$ cat src/rtl/fifo_pkg.sv
// Shared constants and types for the FIFO read-side drain stage and the FIFO
// interface definitions.
package fifo_pkg;

    localparam int DATA_W     = 8;
    localparam int SKID_DEPTH = 2;

    typedef logic [1:0] occ_t;

    // True when the words already committed (buffered plus in flight, minus the
    // word leaving this cycle) leave room for one more read to be issued.
    function automatic logic has_room(
        input occ_t occ,
        input logic inflight,
        input logic pop
    );
        logic [2:0] committed;
        committed = {1'b0, occ} + {2'b00, inflight} - {2'b00, pop};
        return committed < 3'(SKID_DEPTH);
    endfunction

endpackage : fifo_pkg

$ cat src/rtl/fifo_rd_drain_if.sv
// Bundles the FIFO read port and the downstream valid/ready stream of the
// drain stage; master is the drain block, slave is the FIFO plus consumer.
interface fifo_rd_drain_if #(
    parameter int DATA_W = fifo_pkg::DATA_W
);

    // FIFO side: i_rddata is meaningful only the cycle after o_rden was high.
    logic              o_rden;
    logic [DATA_W-1:0] i_rddata;
    logic              i_empty;

    // Stream side: a word transfers on a posedge where m_valid && m_ready;
    // m_valid never depends on m_ready, and m_valid/m_data hold while stalled.
    logic              m_valid;
    logic              m_ready;
    logic [DATA_W-1:0] m_data;

    modport master (
        output o_rden,
        input  i_rddata,
        input  i_empty,
        output m_valid,
        input  m_ready,
        output m_data
    );

    modport slave (
        input  o_rden,
        output i_rddata,
        input  m_valid,
        output i_empty,
        output m_ready,
        input  m_data
    );

endinterface : fifo_rd_drain_if

$ cat src/rtl/fifo_drain_skid.sv
// Two-entry landing buffer of the drain stage: storage, wrapping 1-bit
// pointers and occupancy. Flush has priority over push and pop.
module fifo_drain_skid
    import fifo_pkg::*;
#(
    parameter int WORD_W = DATA_W
) (
    input  logic              clk,
    input  logic              rst,
    input  logic              flush_i,
    input  logic              push_i,
    input  logic [WORD_W-1:0] push_data_i,
    input  logic              pop_i,
    output logic [WORD_W-1:0] head_data_o,
    output occ_t              occ_o
);

    logic [SKID_DEPTH-1:0][WORD_W-1:0] mem_q, mem_d;
    logic                              wr_ptr_q, wr_ptr_d;
    logic                              rd_ptr_q, rd_ptr_d;
    occ_t                              occ_q, occ_d;

    always_comb begin
        mem_d    = mem_q;
        wr_ptr_d = wr_ptr_q;
        rd_ptr_d = rd_ptr_q;
        occ_d    = occ_q;
        if (flush_i) begin
            wr_ptr_d = 1'b0;
            rd_ptr_d = 1'b0;
            occ_d    = '0;
        end else begin
            if (push_i) begin
                mem_d[wr_ptr_q] = push_data_i;
                wr_ptr_d        = ~wr_ptr_q;
            end
            if (pop_i) begin
                rd_ptr_d = ~rd_ptr_q;
            end
            occ_d = occ_q + occ_t'(push_i) - occ_t'(pop_i);
        end
    end

    always_ff @(posedge clk) begin
        if (rst) begin
            mem_q    <= '0;
            wr_ptr_q <= 1'b0;
            rd_ptr_q <= 1'b0;
            occ_q    <= '0;
        end else begin
            mem_q    <= mem_d;
            wr_ptr_q <= wr_ptr_d;
            rd_ptr_q <= rd_ptr_d;
            occ_q    <= occ_d;
        end
    end

    assign head_data_o = mem_q[rd_ptr_q];
    assign occ_o       = occ_q;

    a_no_underflow: assert property (@(posedge clk) disable iff (rst || flush_i)
        !(pop_i && (occ_q == 2'd0)));

    a_no_overflow: assert property (@(posedge clk) disable iff (rst || flush_i)
        !(push_i && !pop_i && (occ_q == occ_t'(SKID_DEPTH))));

endmodule : fifo_drain_skid

$ cat src/rtl/fifo_rd_drain.sv
// Read-side drain stage: issues FIFO reads, absorbs the one-cycle read latency
// and presents words on a valid/ready stream. Optional FIFO_DRAIN_STATS_EN adds
// saturating stall/word counters.
module fifo_rd_drain #(
    parameter int DATA_W     = fifo_pkg::DATA_W,
    parameter int SKID_DEPTH = fifo_pkg::SKID_DEPTH
) (
    input  logic            clk,
    input  logic            rst,
    input  logic            i_flush,
    fifo_rd_drain_if.master bus,
    output fifo_pkg::occ_t  o_occ
`ifdef FIFO_DRAIN_STATS_EN
    ,
    output logic [15:0]     o_stall_cnt,
    output logic [15:0]     o_word_cnt
`endif
);

    logic              inflight_q, inflight_d;
    logic              rden;
    logic              push;
    logic              pop;
    fifo_pkg::occ_t    occ;
    logic [DATA_W-1:0] head_data;

    assign pop  = bus.m_valid && bus.m_ready;
    assign push = inflight_q;

    // Issue only while the buffer can still take every word already promised.
    always_comb begin
        rden = 1'b0;
        if (!rst && !i_flush && !bus.i_empty) begin
            rden = fifo_pkg::has_room(occ, inflight_q, pop);
        end
        inflight_d = rden;
    end

    always_ff @(posedge clk) begin
        if (rst) begin
            inflight_q <= 1'b0;
        end else begin
            inflight_q <= inflight_d;
        end
    end

    fifo_drain_skid #(
        .WORD_W (DATA_W)
    ) u_skid (
        .clk         (clk),
        .rst         (rst),
        .flush_i     (i_flush),
        .push_i      (push),
        .push_data_i (bus.i_rddata),
        .pop_i       (pop),
        .head_data_o (head_data),
        .occ_o       (occ)
    );

    assign bus.o_rden  = rden;
    assign bus.m_valid = (occ != 2'd0);
    assign bus.m_data  = head_data;
    assign o_occ       = occ;

    a_depth_fixed: assert property (@(posedge clk) SKID_DEPTH == 2);

`ifdef FIFO_DRAIN_STATS_EN
    logic [15:0] stall_cnt_q, stall_cnt_d;
    logic [15:0] word_cnt_q, word_cnt_d;

    // Counters survive i_flush; only reset clears them.
    always_comb begin
        stall_cnt_d = stall_cnt_q;
        word_cnt_d  = word_cnt_q;
        if (bus.m_valid && !bus.m_ready && (stall_cnt_q != 16'hFFFF)) begin
            stall_cnt_d = stall_cnt_q + 16'd1;
        end
        if (pop && (word_cnt_q != 16'hFFFF)) begin
            word_cnt_d = word_cnt_q + 16'd1;
        end
    end

    always_ff @(posedge clk) begin
        if (rst) begin
            stall_cnt_q <= '0;
            word_cnt_q  <= '0;
        end else begin
            stall_cnt_q <= stall_cnt_d;
            word_cnt_q  <= word_cnt_d;
        end
    end

    assign o_stall_cnt = stall_cnt_q;
    assign o_word_cnt  = word_cnt_q;
`endif

endmodule : fifo_rd_drain

$ cat src/flat_wrapper.sv
// flat-port wrapper written by rule: the top's interface ports become plain ports
module fifo_rd_drain_flat 
#(
    parameter int DATA_W     = fifo_pkg::DATA_W,
    parameter int SKID_DEPTH = fifo_pkg::SKID_DEPTH
)
  (clk, rst, i_flush, o_occ, bus_o_rden, bus_i_rddata, bus_i_empty, bus_m_valid, bus_m_ready, bus_m_data);
  fifo_rd_drain_if #(.DATA_W(DATA_W)) bus_i ();
  input  logic clk;
  input  logic rst;
  input  logic i_flush;
  output fifo_pkg::occ_t o_occ;
  output wire logic [$bits(bus_i.o_rden)-1:0] bus_o_rden;
  input wire logic [$bits(bus_i.i_rddata)-1:0] bus_i_rddata;
  input wire logic [$bits(bus_i.i_empty)-1:0] bus_i_empty;
  output wire logic [$bits(bus_i.m_valid)-1:0] bus_m_valid;
  input wire logic [$bits(bus_i.m_ready)-1:0] bus_m_ready;
  output wire logic [$bits(bus_i.m_data)-1:0] bus_m_data;
  assign bus_o_rden = bus_i.o_rden;
  assign bus_i.i_rddata = bus_i_rddata;
  assign bus_i.i_empty = bus_i_empty;
  assign bus_m_valid = bus_i.m_valid;
  assign bus_i.m_ready = bus_m_ready;
  assign bus_m_data = bus_i.m_data;
  fifo_rd_drain #(.DATA_W(DATA_W), .SKID_DEPTH(SKID_DEPTH)) u_core (.clk(clk), .rst(rst), .i_flush(i_flush), .bus(bus_i), .o_occ(o_occ));
endmodule
$ cat config.mk
export PLATFORM = sky130hd
export DESIGN_NAME = fifo_rd_drain_flat
export DESIGN_NICKNAME = d
export VERILOG_FILES = /design/src/rtl/fifo_pkg.sv /design/src/rtl/fifo_rd_drain_if.sv /design/src/rtl/fifo_drain_skid.sv /design/src/rtl/fifo_rd_drain.sv /design/src/flat_wrapper.sv
export SDC_FILE = /design/constraint.sdc
export NUM_CORES = 1
export LEC_CHECK = 0
export CAP_MARGIN = 15
export CORE_MARGIN = 4
export CORE_UTILIZATION = 52
export CTS_CLUSTER_DIAMETER = 150
export CTS_CLUSTER_SIZE = 25
export DETAILED_ROUTE_END_ITERATION = 10
export PLACE_DENSITY = 0.83
export SYNTH_ARGS = -nofsm -noshare
export SYNTH_HDL_FRONTEND = slang
export SYNTH_SLANG_ARGS = --single-unit
$ cat constraint.sdc
create_clock -name clk -period 4.84 [get_ports clk]
set_clock_uncertainty 0.1 [all_clocks]
set_input_delay 0.968 -clock clk [delete_from_list [all_inputs] [get_ports clk]]
set_output_delay 0.968 -clock clk [all_outputs]
set_load 0.01 [all_outputs]
==> impl_metrics.tcl, run 1 <==
set metrics [dict create \
    critPathLaunchType "input port" \
    clock_path_buffers 2 \
    grt_pass1_wl_mm 3.32 \
    slowest_stage "clkdlybuf4s50_1" \
    min_path_cells 2 \
    syn_area_per_cell_sq_um 10.5 \
    power_frac_clock_pct 27.6 \
    cts.sink_count 21 \
    cts_htree_levels 1 \
    arrival_ns 3.51 \
    fin_crit_ns 4.58 \
    period_share_pct 94.6 \
    intPower_mw 0.230 \
    synth_top_area_share_pct 40.1 \
    ys_warn_count 0 \
    fmaxAchievable_ghz 0.218 \
    cp_top_family "buffers and inverters" \
    r2r-start "u_core.u_skid.occ_o[1]" \
    antenna_found_initial 0 \
    nNetsFinal 139 \
    vias 722 \
    status "completed" \
    drv_slew 0 \
    grt_pass1_vias 778 \
    synth_cell_types 20 \
    drc 0 \
    syn_inst 100 \
    num_rows 15 \
    finalNonFillerCells 147 \
    hold_path_class "flip-flop to flip-flop" \
    seq_power_share_pct 59.8 \
    cts_buffers 3 \
    hold_path_end "u_core.u_skid.mem_q[11]" \
    drtAntennaViolNets 0 \
    tns_ns 0 \
    path_max_fanout 2 \
    grt_usage_pct 16.0 \
    grt_max_degree 31 \
    cp-end-kind "output pin" \
    postCtsSetupBuffers 0 \
    dieArea_sq_mm 0.00280 \
    ios 25 \
    cts_tree "done" \
    required_ns 3.77 \
    first_iter_violations 3 \
    ys_top_cells_by_area "dfxtp_1 40%, mux2i_1 15%, nand2b_1 14%, mux2_2 9.7%, nor3b_1 2.9%" \
    antenna_cells 0 \
    area_growth_pct 24.9 \
    rsz0062_at_grt "false" \
    r2r_setup_slack_ns 2.63 \
    placed_cells 143 \
    syn_nets 116 \
    routed_wl_mm 1.89 \
    powerDensity_mw_per_mm2 227 \
    synth_top_area_cell "dfxtp_1" \
    place_congestion 0.709 \
    crit_chain "clkdlybuf4s50_1, o21a_1, ha_1, inv_1, ha_1, fa_1, or4_1, nor2_1, clkdlybuf4s50_1" \
    ir_drop_uv 207 \
    wl_per_cell_um 12.9 \
    reg2reg_depth 7 \
    post_cts_resized 0 \
    initial_utilization_pct 57.6 \
    core-area_sq_mm 0.00182 \
    synth-seq-area-share_pct 40.1 \
    synth-seq-cells 21 \
    tightest_slew_ns 0.632 \
    p_leak_nw 0.531 \
    hold_path.startpoint "u_core.u_skid.mem_q[11]" \
    setup_viol 0 \
    die_width_um 52.9 \
    cts.reportedPaths.clkPinSlew_ns 0.11 \
    max_stage_delay_ns 0.54 \
    clkLatencyLatePin_ns 0.30 \
    viasPerCell 4.91 \
    path_buf_inv 3 \
    gr-total-overflow 0 \
    worstSetupPathType "input port to output pin" \
    r2r_end "u_core.inflight_q" \
    die_h_um 52.9 \
    hold_viol_final 0 \
    dp_hpwl_mm 1.38 \
    io_buffers 24 \
    drt_pass1_iterations 2 \
    p_comb_share_pct 12.6 \
    max_slew_margin_pct 57.8 \
    p_sw_share_pct 22.6 \
    final_layout_size_suffix_gt1_share_pct 12.3 \
    cts_hold_buffers 0 \
    cap_violations 0 \
    power_switching_mw 0.0674 \
    root_buffer "clkbuf_4" \
    syn-cell-area_sq_mm 0.00105 \
]
-- synth_stat cells (all sizes together) --
master  instances
nand2b         24
or4             1
inv             4
mux2i          16
nand3b          1
or2             1
fa              1
nor3b           4
nor2            2
o21a            1
or3b            1
nor3            2
mux2            9
and3b           1
buf             5
dfxtp          21
ha              2
clkbuf          2
xnor2           2
-- layer usage --
metal / global-route usage (%) / wire length [um] / vias to the layer above
met3: 2.54 / 79 / 2
met1: 18.8 / 849 / 335
met2: 27.9 / 945 / 11
met4: 7.66 / 14 / 0
met5: 0 / 0 / -
li1: - / - / 374
-- cell type report --
| cell class | instances | area (sq um) |
|---|---|---|
| Timing Repair Buffer | 25 | 248 |
| Clock buffer | 3 | 22.5 |
| Clock inverter | 1 | 5.00 |
| Multi-Input combinational cell | 68 | 568 |
| Fill cell | 156 | 510 |
| Tap cell | 25 | 31.3 |
| Inverter | 4 | 15.0 |
| Sequential cell | 21 | 420 |
-- power by group through the flow --
stage / Sequential, mW / Clock [mW] / Combinational [mW]
6_report: 0.178 / 0.0821 / 0.0376
5_1_grt: 0.179 / 0.0938 / 0.0409
4_1_cts: 0.178 / 0.0863 / 0.0379
3_5_place_dp: 0.182 / 0 / 0.0378
3_3_place_gp: 0.182 / 0 / 0.0370
2_1_floorplan: 0.181 / 0 / 0.0211
-- through the flow --
step	instance area, sq um	hold slack (ns)	worst slack [ns]	utilization, %	total power, mW
2_1_floorplan	1050	0.345	1.19	-	0.203
4_1_cts	1310	0.381	0.256	72.0	0.303
6_report	1310	0.379	0.263	72.0	0.298
5_1_grt	1310	0.409	0.155	72.0	0.314
3_3_place_gp	1280	0.355	0.298	70.4	0.219
3_5_place_dp	1280	0.364	0.255	70.4	0.220
-- sequential cells by signal, summed over array words and instances, names as in the netlist --
signal / count
u_core.u_skid.mem_q: 16
u_core.u_skid.rd_ptr_q: 1
u_core.u_skid.wr_ptr_q: 1
u_core.inflight_q: 1
u_core.u_skid.occ_o: 2
-- logic make-up after synthesis --
| group | after synthesis | share of synthesized area [%] |
|---|---|---|
| and+or+nand+nor | 37 | 22.6 |
| muxes | 25 | 24.9 |
| DFF | 21 | 40.1 |
| buffers and inverters | 11 | 5.73 |
| adders and majority gates | 3 | 4.30 |
| xor gates and xnor gates | 2 | 1.67 |
| AOI/OAI and AO/OA | 1 | 0.716 |
-- placed cells by master (no fill, tap or decap), types with 2 or more instances in the layout --
cell type / instances
dfxtp_1: 21
ha_1: 2
clkbuf_4: 3
nor3b_1: 4
nor2_1: 2
xnor2_1: 2
mux2i_1: 16
mux2_2: 9
nor3_1: 2
clkdlybuf4s50_1: 24
nand2b_1: 24
inv_1: 4
-- worst max-delay path by stage --
| stage | from | to | depth (start not counted) |
|---|---|---|---|
| final | bus_m_ready | bus_o_rden | 9 |
| after global routing | bus_m_ready | bus_o_rden | 9 |
| after CTS | bus_m_ready | bus_o_rden | 9 |
| after detailed placement | bus_m_ready | bus_o_rden | 9 |
| after global placement | bus_m_ready | bus_o_rden | 9 |
| after floorplan | bus_m_ready | bus_o_rden | 7 |
-- worst register-to-register path: stages (launching register included) --
cell and delay [ns]:
dfxtp_1 0.37, o21a_1 0.22, ha_1 0.27, inv_1 0.04, ha_1 0.18, fa_1 0.44, or4_1 0.43, nor2_1 0.11
Note: power is estimated with default switching activity, not from simulation.
==> inputs of run 2 (changes only) <==
CELL_PAD_IN_SITES_DETAIL_PLACEMENT = 0   (was default)
CELL_PAD_IN_SITES_GLOBAL_PLACEMENT = 1   (was default)
CORE_UTILIZATION = 40   (was 52)
PLACE_DENSITY = default   (was 0.83)
PLACE_DENSITY_LB_ADDON = 0.1   (was default)
==> impl_metrics.tcl, run 2 (synthesized netlist as in run 1, its figures left out) <==
set metrics [dict create \
    status "completed" \
    critPathLaunchType "input port" \
    post_cts_resized 0 \
    setup_viol 0 \
    tightest_slew_ns 0.594 \
    period_share_pct 94.7 \
    required_ns 3.77 \
    crit_chain "clkdlybuf4s50_1, o21a_1, ha_1, inv_1, ha_1, fa_1, or4_1, nor2_1, clkdlybuf4s50_1" \
    drtAntennaViolNets 0 \
    grt_pass1_wl_mm 3.22 \
    p_leak_nw 0.529 \
    drt_pass1_iterations 4 \
    cts_tree "done" \
    cts.sink_count 21 \
    dp_hpwl_mm 1.40 \
    hold_path_class "flip-flop to flip-flop" \
    routed_wl_mm 1.93 \
    cap_violations 0 \
    rsz0062_at_grt "false" \
    clock_path_buffers 2 \
    largest_reg_flops 16 \
    die_h_um 59.2 \
    cts_buffers 3 \
    num_rows 18 \
    drv_slew 0 \
    final_util_pct 52.6 \
    placed_cells 148 \
    slowest_stage "clkdlybuf4s50_1" \
    io_buffers 24 \
    postCtsSetupBuffers 0 \
    gr-total-overflow 0 \
    antenna_found_initial 0 \
    core-area_sq_mm 0.00250 \
    initial_utilization_pct 41.9 \
    area_growth_pct 25.4 \
    arrival_ns 3.52 \
    grt_usage_pct 12.5 \
    fmaxAchievable_ghz 0.218 \
    first_iter_violations 11 \
    cp-end-kind "output pin" \
    finalNonFillerCells 152 \
    die_width_um 59.2 \
    place_congestion 0.645 \
    cts_htree_levels 1 \
    ir_drop_uv 120 \
    powerDensity_mw_per_mm2 228 \
    max_stage_delay_ns 0.54 \
    final_layout_size_suffix_gt1_share_pct 11.5 \
    grt_pass1_vias 732 \
    root_buffer "clkbuf_4" \
    nNetsFinal 139 \
    cp_top_family "buffers and inverters" \
    ios 25 \
    most-common-layout-cells "24 x nand2b_1, 24 x clkdlybuf4s50_1, 21 x dfxtp_1, 16 x mux2i_1, 9 x mux2_2" \
    viasPerCell 4.86 \
    fin_crit_ns 4.58 \
    worstSetupPathType "input port to output pin" \
    path_buf_inv 3 \
    cts.reportedPaths.clkPinSlew_ns 0.11 \
    clkLatencyLatePin_ns 0.30 \
    cts_hold_buffers 0 \
    regMostFlops "u_core.u_skid.mem_q" \
    path_max_fanout 2 \
    wl_per_cell_um 12.7 \
    max_slew_margin_pct 60.3 \
    dieArea_sq_mm 0.00350 \
    tns_ns 0 \
    antenna_cells 0 \
    hold_viol_final 0 \
    vias 739 \
    drc 0 \
    grt_max_degree 31 \
]
==> run 2: worst register-to-register path: stages, from the launching register on <==
cell	delay [ns]
dfxtp_1	0.37
o21a_1	0.22
ha_1	0.28
inv_1	0.04
ha_1	0.18
fa_1	0.45
or4_1	0.43
nor2_1	0.12
==> run 2: where the power goes <==
group	switching (mW)	internal, mW	total, mW
Sequential	0.00250	0.176	0.178
Clock	0.0517	0.0321	0.0837
Combinational	0.0137	0.0239	0.0376
==> run 2: final timing paths <==
| kind | startpoint | end | slack, ns | depth (start not counted) |
|---|---|---|---|---|
| min reg2reg | u_core.u_skid.mem_q[0] | u_core.u_skid.mem_q[0] | 0.38 | 2 |
| max | bus_m_ready | bus_o_rden | 0.26 | 9 |
| min | u_core.u_skid.mem_q[0] | u_core.u_skid.mem_q[0] | 0.38 | 2 |
| max reg2reg | u_core.u_skid.occ_o[1] | u_core.inflight_q | 2.61 | 7 |
==> run 2: cell type report <==
class | instances | area (sq um)
fill | 227 | 1180
inverter | 4 | 15.0
sequential | 21 | 420
timing repair buffer | 25 | 248
tap | 30 | 37.5
clock buffer | 4 | 26.3
multi-input combinational | 68 | 568
==> run 2: stage by stage <==
stage	instance area [sq um]	worst slack, ns	power (mW)	hold WS (ns)
2_1_floorplan	1050	1.19	0.203	0.345
3_3_place_gp	1290	0.269	0.220	0.358
4_1_cts	1320	0.242	0.307	0.386
6_report	1320	0.255	0.299	0.377
5_1_grt	1320	0.126	0.319	0.404
3_5_place_dp	1290	0.269	0.220	0.365
==> run 2: layer usage <==
metal  part of all wire (%)  wire, um  track usage (%)  vias to the layer above
met2                     48       919             20.0                       13
met5                      0         0                0                        -
li1                       -         -                -                      379
met4                   0.99        19             6.80                        0
met1                     47       909             15.7                      345
met3                    4.1        80             2.61                        2
==> inputs of run 3 (changes only) <==
--- a/config.mk
+++ b/config.mk
@@ -15,3 +15,5 @@
 export DETAILED_ROUTE_END_ITERATION = 10
+export GPL_ROUTABILITY_DRIVEN = 0
 export PLACE_DENSITY_LB_ADDON = 0.1
+export SKIP_LAST_GASP = 1
 export SYNTH_ARGS = -nofsm -noshare
--- a/constraint.sdc
+++ b/constraint.sdc
@@ -4,2 +4,2 @@
 set_output_delay 0.968 -clock clk [all_outputs]
-set_load 0.01 [all_outputs]
+set_load 0.05 [all_outputs]
==> impl_metrics.tcl, run 3 (synthesized netlist as in run 1, its figures left out) <==
set metrics [dict create \
    status "completed" \
    die_h_um 59.2 \
    hold_path.startpoint "u_core.u_skid.mem_q[11]" \
    drtAntennaViolNets 0 \
    p_sw_share_pct 24.8 \
    die_width_um 59.2 \
    first_iter_violations 25 \
    cts_htree_levels 1 \
    hold_path_class "flip-flop to flip-flop" \
    r2r_setup_slack_ns 2.60 \
    wl_met3_um 82 \
    fin_crit_ns 4.32 \
    grt_usage_pct 11.9 \
    intPower_mw 0.233 \
    reg2reg_depth 7 \
    most-common-layout-cells "24 x nand2b_1, 23 x clkdlybuf4s50_1, 21 x dfxtp_1, 16 x mux2i_1, 9 x mux2_2" \
    tightest_slew_ns 0.618 \
    io_buffers 24 \
    post_cts_resized 0 \
    drt-met1-wl_um 929 \
    placed_cells 148 \
    arrival_ns 3.25 \
    required_ns 3.77 \
    drc 0 \
    cts_hold_buffers 0 \
    area_growth_pct 26.4 \
    wl_met2_um 825 \
    final_layout_size_suffix_gt1_share_pct 12.3 \
    antenna_found_initial 0 \
    design_area_sq_mm 0.00133 \
    total_power_mw 0.309 \
    dp_hpwl_mm 1.37 \
    routed_wl_mm 1.86 \
    cts_buffers 3 \
    dr.max_layer_used "met4" \
    drv_slew 0 \
    nNetsFinal 139 \
    gr-total-overflow 0 \
    clock_path_buffers 2 \
    initial_utilization_pct 41.9 \
    power_switching_mw 0.0765 \
    seq_power_share_pct 57.6 \
    max_slew_margin_pct 58.7 \
    power_frac_clock_pct 27.0 \
    min_path_cells 2 \
    wl_per_cell_um 12.2 \
    final_util_pct 53.0 \
    rsz0062_at_grt "false" \
    clkLatencyLatePin_ns 0.30 \
    p_leak_nw 0.534 \
    cts.reportedPaths.clkPinSlew_ns 0.11 \
    dp_slack_ns 0.536 \
    powerDensity_mw_per_mm2 233 \
    finalNonFillerCells 152 \
    period_share_pct 89.2 \
    regMostFlops "u_core.u_skid.mem_q" \
    dieArea_sq_mm 0.00350 \
    critPathLaunchType "input port" \
    setup_viol 0 \
    fin_hold_ws_ns 0.378 \
    r2r-start "u_core.u_skid.occ_o[1]" \
    path_max_fanout 2 \
    place_area_sq_mm 0.00130 \
    fmaxAchievable_ghz 0.232 \
    largest_reg_flops 16 \
    ir_drop_uv 190 \
    root_buffer "clkbuf_4" \
    ios 25 \
    cap_violations 0 \
    postCtsSetupBuffers 0 \
    antenna_cells 0 \
    num_rows 18 \
    cp-end-kind "output pin" \
    tns_ns 0 \
    grt_pass1_vias 712 \
    cts_tree "done" \
    final_common_cell "nand2b_1" \
    worstSetupPathType "input port to output pin" \
    vias 726 \
    hold_path_end "u_core.u_skid.mem_q[11]" \
    grt_max_degree 31 \
    p_comb_share_pct 15.3 \
    r2r_end "u_core.inflight_q" \
    viasPerCell 4.78 \
    hold_viol_final 0 \
    drt_pass1_iterations 4 \
    setup_slack_ns 0.522 \
    grt_pass1_wl_mm 3.13 \
    core-area_sq_mm 0.00250 \
    cts.sink_count 21 \
]
-- run 3: changes by cell type in the layout (fill, tap and decap cells not counted), sizes merged --
cell / previous run / this run
clkdlybuf4s50: 24 / 23
buf: 1 / 2
-- run 3: final cells by class --
| class | count | area [sq um] |
|---|---|---|
| fill | 230 | 1170 |
| multi-input combinational | 68 | 568 |
| sequential | 21 | 420 |
| timing repair buffer | 25 | 258 |
| tap | 30 | 37.5 |
| clock buffer | 4 | 26.3 |
| inverter | 4 | 15.0 |
-- run 3: power by group through the flow --
| stage | Clock, mW | Sequential, mW | Combinational (mW) |
|---|---|---|---|
| floorplan | 0 | 0.183 | 0.0285 |
| global placement | 0 | 0.182 | 0.0475 |
| detailed placement | 0 | 0.182 | 0.0477 |
| CTS | 0.0883 | 0.178 | 0.0478 |
| global route | 0.0947 | 0.179 | 0.0509 |
| finish | 0.0836 | 0.178 | 0.0473 |
-- run 3: worst max path at each step --
stage                            from  cells past startpoint          to  slack, ns
after floorplan           bus_m_ready                      7  bus_o_rden       0.70
after global placement    bus_m_ready                      9  bus_o_rden       0.55
after detailed placement  bus_m_ready                      9  bus_o_rden       0.54
after CTS                 bus_m_ready                      9  bus_o_rden       0.53
after global routing      bus_m_ready                      9  bus_o_rden       0.43
final                     bus_m_ready                      9  bus_o_rden       0.52
-- run 3: layer usage --
layer / global-route usage, % / vias up
li1: - / 379
met1: 16.7 / 332
met2: 17.6 / 13
met3: 2.61 / 2
met4: 4.85 / 0
met5: 0 / -
-- run 3: worst max-delay path, stage by stage --
cell             delay, ns
clkdlybuf4s50_1       0.40
o21a_1                0.12
ha_1                  0.27
inv_1                 0.04
ha_1                  0.18
fa_1                  0.46
or4_1                 0.43
nor2_1                0.21
buf_12                0.17
